$ cat src/rtl/sync_req_arbiter.sv
// Round-robin arbiter granting one clk-domain resource to asynchronous four-phase requesters.
// Optional WAIT watchdog enabled by defining SYNC_REQ_ARBITER_TIMEOUT_EN.

module synchronizer #(
    parameter int DEPTH = 2,
    parameter int WIDTH = 1
) (
    input  logic             clk,
    input  logic [WIDTH-1:0] d,
    output logic [WIDTH-1:0] q
);

    // Plain flop chain with no reset so it can sit on the async boundary.
    logic [WIDTH-1:0] chain [DEPTH];

    always_ff @(posedge clk) begin
        chain[0] <= d;
        for (int i = 1; i < DEPTH; i++) begin
            chain[i] <= chain[i-1];
        end
    end

    assign q = chain[DEPTH-1];

endmodule

module sync_req_arbiter #(
    parameter int NUM_REQ        = 4,
    parameter int SYNC_DEPTH     = 2,
    parameter int TIMEOUT_CYCLES = 1024,
    localparam int IDW           = $clog2(NUM_REQ)
) (
    input  logic               clk,
    input  logic               rst_n,
    input  logic [NUM_REQ-1:0] req_async,
    output logic [NUM_REQ-1:0] ack,
    output logic               res_start,
    output logic [IDW-1:0]     res_sel,
    input  logic               res_done,
    output logic               busy,
    output logic               timeout_err
);

    localparam int SCW = $clog2(SYNC_DEPTH + 1);

    typedef enum logic [2:0] {SETTLE, IDLE, START, WAIT, RELEASE} state_t;

    state_t               state;
    state_t               state_next;
    logic [NUM_REQ-1:0]   req_s;
    logic [SCW-1:0]       settle_cnt;
    logic [IDW-1:0]       ptr;
    logic [IDW-1:0]       winner;
    logic                 any_req;
    logic                 expired;

    if (NUM_REQ < 2 || NUM_REQ > 16 || SYNC_DEPTH < 2 || SYNC_DEPTH > 9 || TIMEOUT_CYCLES < 1)
    begin : g_bad_params
        $error("sync_req_arbiter: parameter out of range");
    end

    synchronizer #(.DEPTH(SYNC_DEPTH), .WIDTH(NUM_REQ)) u_req_sync (
        .clk (clk),
        .d   (req_async),
        .q   (req_s)
    );

    assign any_req = |req_s;

    // Scan downward so the nearest set bit after ptr is the last one written.
    always_comb begin
        winner = ptr;
        for (int i = NUM_REQ; i >= 1; i--) begin
            if (req_s[IDW'((int'(ptr) + i) % NUM_REQ)]) begin
                winner = IDW'((int'(ptr) + i) % NUM_REQ);
            end
        end
    end

    always_ff @(posedge clk) begin
        if (!rst_n) begin
            state <= SETTLE;
        end else begin
            state <= state_next;
        end
    end

    always_comb begin
        state_next = state;
        case (state)
            SETTLE:  if (settle_cnt == SCW'(SYNC_DEPTH)) state_next = IDLE;
            IDLE:    if (any_req) state_next = START;
            START:   state_next = WAIT;
            WAIT:    if (res_done || expired) state_next = RELEASE;
            RELEASE: if (!req_s[res_sel]) state_next = IDLE;
            default: state_next = SETTLE;
        endcase
    end

    // Grant bookkeeping: res_sel latches on grant, ptr advances only on release.
    always_ff @(posedge clk) begin
        if (!rst_n) begin
            settle_cnt <= '0;
            ptr        <= IDW'(NUM_REQ - 1);
            res_sel    <= '0;
            ack        <= '0;
        end else begin
            if (state == SETTLE && settle_cnt != SCW'(SYNC_DEPTH)) begin
                settle_cnt <= settle_cnt + SCW'(1);
            end
            if (state == IDLE && any_req) begin
                res_sel <= winner;
            end
            if (state == WAIT && (res_done || expired)) begin
                ack <= NUM_REQ'(1) << res_sel;
            end
            if (state == RELEASE && !req_s[res_sel]) begin
                ack <= '0;
                ptr <= res_sel;
            end
        end
    end

`ifdef SYNC_REQ_ARBITER_TIMEOUT_EN
    localparam int WDW = $clog2(TIMEOUT_CYCLES + 1);

    logic [WDW-1:0] watchdog;
    logic           timeout_q;

    // Expiry is the cycle whose increment would bring the count to the limit.
    assign expired = (state == WAIT) && (watchdog == WDW'(TIMEOUT_CYCLES - 1));

    always_ff @(posedge clk) begin
        if (!rst_n) begin
            watchdog  <= '0;
            timeout_q <= 1'b0;
        end else begin
            timeout_q <= expired && !res_done;
            if (state == START) begin
                watchdog <= '0;
            end else if (state == WAIT) begin
                watchdog <= watchdog + WDW'(1);
            end
        end
    end

    assign timeout_err = timeout_q;
`else
    assign expired     = 1'b0;
    assign timeout_err = 1'b0;
`endif

    assign res_start = (state == START);
    assign busy      = (state != IDLE);

endmodule
$ cat config.mk
export PLATFORM = sky130hd
export DESIGN_NAME = sync_req_arbiter
export DESIGN_NICKNAME = d
export VERILOG_FILES = /design/src/rtl/sync_req_arbiter.sv
export SDC_FILE = /design/constraint.sdc
export NUM_CORES = 1
export LEC_CHECK = 0
export CORE_ASPECT_RATIO = 0.5
export CORE_UTILIZATION = 25
export CTS_CLUSTER_DIAMETER = 50
export CTS_CLUSTER_SIZE = 25
export DETAILED_ROUTE_END_ITERATION = 10
export GPL_TIMING_DRIVEN = 0
export HOLD_SLACK_MARGIN = 0.08
export SETUP_SLACK_MARGIN = 0.02
export SYNTH_ARGS = -nofsm -noshare
export SYNTH_HDL_FRONTEND = slang
export SYNTH_SLANG_ARGS = --single-unit
$ cat constraint.sdc
create_clock -name clk -period 1.9 [get_ports clk]
set_input_delay 0.38 -clock clk [delete_from_list [all_inputs] [get_ports clk]]
set_output_delay 0.38 -clock clk [all_outputs]
set_load 0.03 [all_outputs]
; Word-level counts from Yosys, hierarchy flattened
; Memory sizes are Yosys's and may differ from the RTL's.
; Index checks and enable logic that the tools add are counted.
[classes]
n_addsub = 5
order_cmp = 5
eq_ne = 11
n_shift = 1
n_mux = 23
bitwise = 1
reduce_logical = 9
[op_table]
columns = operator, n
row1 = "2-bit by 4-bit < comparator with 1-bit output, second input constant", 4
row2 = 3-bit case mux with 5 select lines, 1
row3 = 3-bit 2-to-1 mux, 4
row4 = 1-bit binary-select mux with 2-bit select, 5
row5 = "2-bit inequality test, second input constant", 5
row6 = 1-bit 2-to-1 mux, 9
row7 = 2-bit 2-to-1 mux, 4
row8 = "2-bit by 1-bit adder with 2-bit output, second input constant", 3
row9 = "3-bit by 2-bit equality test with 1-bit output, second input constant", 2
row10 = "2-bit adder, second input constant", 2
row11 = 1-bit logical AND, 4
row12 = 4-bit AND reduction, 1
row13 = 4-bit OR reduction, 1
row14 = "1-bit by 2-bit << shifter with 4-bit output, first input constant", 1
row15 = "3-bit by 1-bit equality test with 1-bit output, second input constant", 1
row16 = "3-bit equality test, second input constant", 1
row17 = 3-bit logical NOT, 1
row18 = "2-bit by 3-bit < comparator with 1-bit output, second input constant", 1
row19 = "3-bit by 1-bit inequality test with 1-bit output, second input constant", 1
row20 = "2-bit equality test, second input constant", 1
row21 = 2-bit OR reduction, 1
row22 = 1-bit logical NOT, 1
row23 = 1-bit inverter, 1
[totals]
reg_bits = 13
ramBits = 8
in_bits = 7
word_cells = 61
mem_count = 1
[mem_list]
columns = memory, depth, width, rd, rd_clocked_by_memory_dff, wr, line_no
row1 = u_req_sync.chain, 2, 4, 2, 0, 2, 14  ; logic [WIDTH-1:0] chain [DEPTH];

; Depth between registers and ports, before layout
[logic_depth]
ltp_word = 8
mapped_depth = 5

; Hierarchy
; From an unflattened synthesis, not the netlist that was laid out.
[hier_totals]
hier_cells = 98
hier_area_um2 = 913.4
[modules_own_cells]
columns = module, n_inst, cells_per_inst, area_each_um2, seq_area_each_um2
row1 = sync_req_arbiter, 1, 86, 723.2, 260.2
row2 = synchronizer, 1, 12, 190.2, 160.2

; Worst setup path after synthesis
; No wires, ideal clock.
[synth_timing]
kind = reg2reg
start = register res_sel[1]
end = register ptr[0]
setup_ns = 0.115
arrival_ns = 1.515
slack_ns = 0.269
stages_incl_launch_ff = 5
synth_period_minus_slack_ns = 1.631
cell_sequence = dfxtp_1 -> mux4_2 -> nand2b_4 -> mux2i_1 -> nand2_1
[synth_between]
elab_chain_len = 4
[synth_rtl]
columns = item, line_no
row1 = start: declaration, 38  ; output logic [IDW-1:0] res_sel,
row2 = start signal: assignment, 112  ; res_sel <= winner;
row3 = 1-bit binary-select mux with 2-bit select, 117  ; if (state == RELEASE && !req_s[res_sel]) begin
row4 = 1-bit 2-to-1 mux (implied by the code), 117
row5 = 1-bit logical NOT, 117
row6 = 1-bit logical AND, 117
row7 = end signal: assignment, 104  ; ptr <= IDW'(NUM_REQ - 1);
row8 = end signal: assignment, 119  ; ptr <= res_sel;
row9 = end: declaration, 52  ; logic [IDW-1:0] ptr;
; No other way between the ends. The select of a mux whose other input is x is not followed.
; A chain may end at the register's enable or synchronous reset.

; Worst setup path after layout
[layout_timing]
start = register state[1]
end = output port res_start
[layout_between]
elab_chain_len = 1
[layout_rtl]
columns = item, line_no
row1 = start: declaration, 48  ; state_t state;
row2 = start signal: assignment, 84  ; state <= state_next;
row3 = 3-bit by 2-bit equality test with 1-bit output, 153  ; assign res_start = (state == START);
row4 = end: declaration, 37  ; output logic res_start,
; No other way between the ends.

==> results.txt <==
- Wire per inst: 10.0 um
- Of the total synthesized cell area, the portion taken by full adders, half adders and majority gates is 0.0133.
- Tcrit/Tclk final: 0.915
- By area, the combinational part of the netlist is dominated by simple AND/OR/NAND/NOR gates.
- The Yosys step of the flow raised 0 warnings.
- The slowest stage of the critical path is the dlygate4sd2_1 cell.
* Final-layout setup total negative slack: 0 ns
- Width of the die: between 80 and 90 um
- For the worst-skew pair, the clock arrives at the later sink with an insertion delay of around 0.26 ns.
- For hold timing, the worst endpoint is u_req_sync.chain[0][4]$_DFF_P_.
- The endpoint identified for the worst register-to-register timing path is ack[0]$_SDFFE_PP0P_.
* Required time reported for the critical path endpoint: ~1.5 ns
- Via count of the first global-routing pass: roughly 630
* Pin count of the biggest net entering global routing: 14
- Summing every instance area after synthesis gives 943 sq um.
* Multi-input combinational cell area: around 450 sq um
* Initial detailed-routing violation count: between 40 and 50
- Mapped Cells: 95
- Gr usage total: 0.0963
* Setup repair after global routing missed its margin: no
- The worst setup path is launched from a flop.
- Number of buffers on the longest clock path: 2
* Share of the synthesized area in compound gates (AO/OA/AOI/OAI): 0.145
- The congestion estimate from routability-driven global placement came to 0.738.
- Overall routed net length: 1.65 mm
- Fmax achieved: 0.575 GHz
- Number of placement rows: 15
- The startpoint identified for the worst hold timing path is u_req_sync.chain[0][0]$_DFF_P_.
- For this configuration, the core starts out at a cell density of 0.267.
- Cell at the root of the clock tree: clkbuf_8
* Worst path max stage delay: around 0.42 ns
* Number of levels the H-tree was split into: 1
- Count of buffers added by post-CTS timing repair for setup: 0
- Leakage power: around 0.00046 uW
- Of the cells placed in the final design, the portion with a size suffix greater than 1 is 0.142.
- The number of nets handed over by synthesis was 103.
* Multiplexer share of the synthesized area: 0.0663
- Relative to the synthesized area, the layout overhead comes to 26.4%.
* Final layout net count: 122
- Delay-heaviest family, CP: buffers and inverters
* Fin cells: ~160
- The number of buffers and inverters on the critical path is 2.
- Data on the critical path arrives at its endpoint at about 1.4 ns.
- Total gr overflow: 0
- TritonCTS created 3 clock buffers.
* Port buffer count: 14
- Per-instance average area after synthesis: between 9 and 10 sq um
- Cells on Worst Hold Path: 0
- In this run the cell area measured after placement is around 0.0011 sq mm.
- Critical path endpoint category: primary output
- In the routed design, unresolved DRC markers number 0.
- The die covers 0.00404 sq mm.
- Of the total synthesized cell area, the portion taken by XOR and XNOR cells is 0.00928.
* WS Path Type: reg -> out
- The core region is about 0.0035 sq mm.
* Leading post-synthesis cells by cell area: dfxtp_1 (45%), a21oi_1 (5.3%), clkbuf_8 (4.4%)
- TritonCTS built the clock tree.
* Overall via count from detail_route: just under 700
- The worst register-to-register path begins at res_sel[1]$_SDFFE_PN0P_.
- After legalization and detailed placement, the total HPWL measured 1.20 mm.
* Number of sinks on the clock net: 21
- Run status: finished clean
- Number of cell instances on the worst register-to-register path: 4
- Vertical die dimension: roughly 45 um
- Final worst path period need: ~1.7 ns
- The number of different library cells used by synthesis comes to 35.
* Max-Cap Viols: 0
* Number of setup violations in the final report: 0
- Across the VDD grid, the largest voltage drop is ~270 uV.
* Post-route standard cell area excluding fillers: roughly 0.0012 sq mm
- Once detail routing completed, the nets flagged for antenna violations numbered 0.
- In this run, placement finished with an instance count of between 150 and 200.
- Clock transition at the registers of the reported paths: 0.08 ns
- The initial antenna violation count came to 0.
- For this run, the register share of the synthesized area comes to 0.446.
* Hold Violations, Final: 0
- Seq cells post-synth: 21
* Top cell type by total area after synthesis: dfxtp_1
* Simple-gate share of the synthesized area: 0.237
* Worst clock skew: about 0.0010 ns
- Final max-slew violation count: 0
- The first TritonRoute pass finished after 4 iterations.
- Using the TritonRoute via totals, the vias-per-cell ratio works out to between 4 and 5.
- Sequence of cells on the critical path: clkbuf_8 > nor3b_1 > dlygate4sd2_1
- Across all hold checks on the routed design, the worst slack comes to approximately 0.33 ns.
- The worst hold path belongs to the class reg -> reg.
- Number of top-level design ports: 16
- The first global-routing pass estimated 2.84 mm of wire.
- Setup slack on the worst flop-to-flop path: 0.34 ns
- In this run the worst path has a maximum fanout of 10.
* Filler cells: just under 400
- Of the post-synthesis cell area, the dominant cell type holds 0.446.
* Ant diodes: 0
- For this design the ratio of total power to cell area is 1170 mW/mm^2.
- FF/Latch Area: about 420 sq um
[logic make-up (layout without fill, tap and decap cells)]
family / Yosys count / after routing
adders and majority gates: 1 / 1
muxes: 5 / 5
xor gates and xnor gates: 1 / 1
AOI/OAI and AO/OA: 22 / 22
DFF: 21 / 21
and+or+nand+nor: 35 / 35
other: 1 / 1
buffers and inverters: 9 / 27
[cells in the mapped netlist (all sizes together)]
library cell / instances
conb: 1
and2: 1
a211oi: 1
xnor2: 1
o21ai: 2
nand2b: 2
nand2: 10
dfxtp: 21
inv: 3
o211ai: 2
nor2: 9
nand3b: 1
nand4b: 1
o211a: 1
mux2i: 4
mux4: 1
a21boi: 1
ha: 1
a22oi: 2
clkbuf: 4
nor4: 3
o21a: 2
or3b: 1
nor3b: 5
buf: 2
nor3: 2
o22ai: 1
a21oi: 10
[metrics by stage]
stage	setup WS, ns	utilization	power (uW)
after floorplan	0.269	-	995
after global placement	0.0679	0.325	1110
after detailed placement	0.0648	0.325	1130
after CTS	0.00299	0.338	1420
after global routing	0.0459	0.338	1500
final	0.161	0.338	1390
[how the worst max path moves through the flow]
stage,endpoint,start,slack (ns),cells past startpoint
after floorplan,ptr[0]$_SDFFE_PN1P_,res_sel[1]$_SDFFE_PN0P_,0.27,4
after global placement,busy,state[0]$_SDFFE_PN0P_,0.07,3
after detailed placement,busy,state[0]$_SDFFE_PN0P_,0.06,3
after CTS,busy,state[0]$_SDFFE_PN0P_,0.003,3
after global routing,res_start,state[1]$_SDFFE_PN0P_,0.05,3
final,res_start,state[1]$_SDFFE_PN0P_,0.16,3
[where the power goes]
group          switching, uW  internal, uW
combinational            293           267
clock                    146           148
sequential              37.2           503
[per-layer routing]
layer,up-vias,share of wire,track usage
met4,0,0.0061,0.0290
met3,3,0.058,0.0453
met5,-,0,0
met2,14,0.47,0.162
li1,365,-,-
met1,311,0.46,0.112
[area by class of cell]
cell class,count,share of cell area
Tap cell,51,0.0535
Buffer,6,0.0535
Sequential cell,21,0.353
Inverter,3,0.00944
Clock buffer,3,0.0346
Clock inverter,1,0.00630
Timing Repair Buffer,14,0.114
Multi-Input combinational cell,65,0.376
[state kept, by name, indices dropped and copies added (netlist names)]
signal and cells:
ack 4, settle_cnt 2, state 3, u_req_sync.chain 8
res_sel 2, ptr 2
[cells in the final DEF (no fill, tap or decap), types with 2 or more instances in the layout]
cell type,netlist,final
nor2_1,8,8
nor3_1,2,2
clkbuf_8,3,6
o21a_1,2,2
mux2i_1,4,4
nor3b_1,4,4
dfxtp_1,21,21
a22oi_1,2,2
a21oi_1,10,10
o21ai_0,2,2
clkdlybuf4s50_1,0,11
o211ai_1,2,2
nand2_1,10,10
inv_1,3,3
[timing repair]
action	in CTS	in global routing
hold buffers	0	0
cloned	0	0
setup endpoints to repair	2	2
endpoints found under the hold margin	0	0
resized for setup	2	3
(Power assumes the default switching activity.)
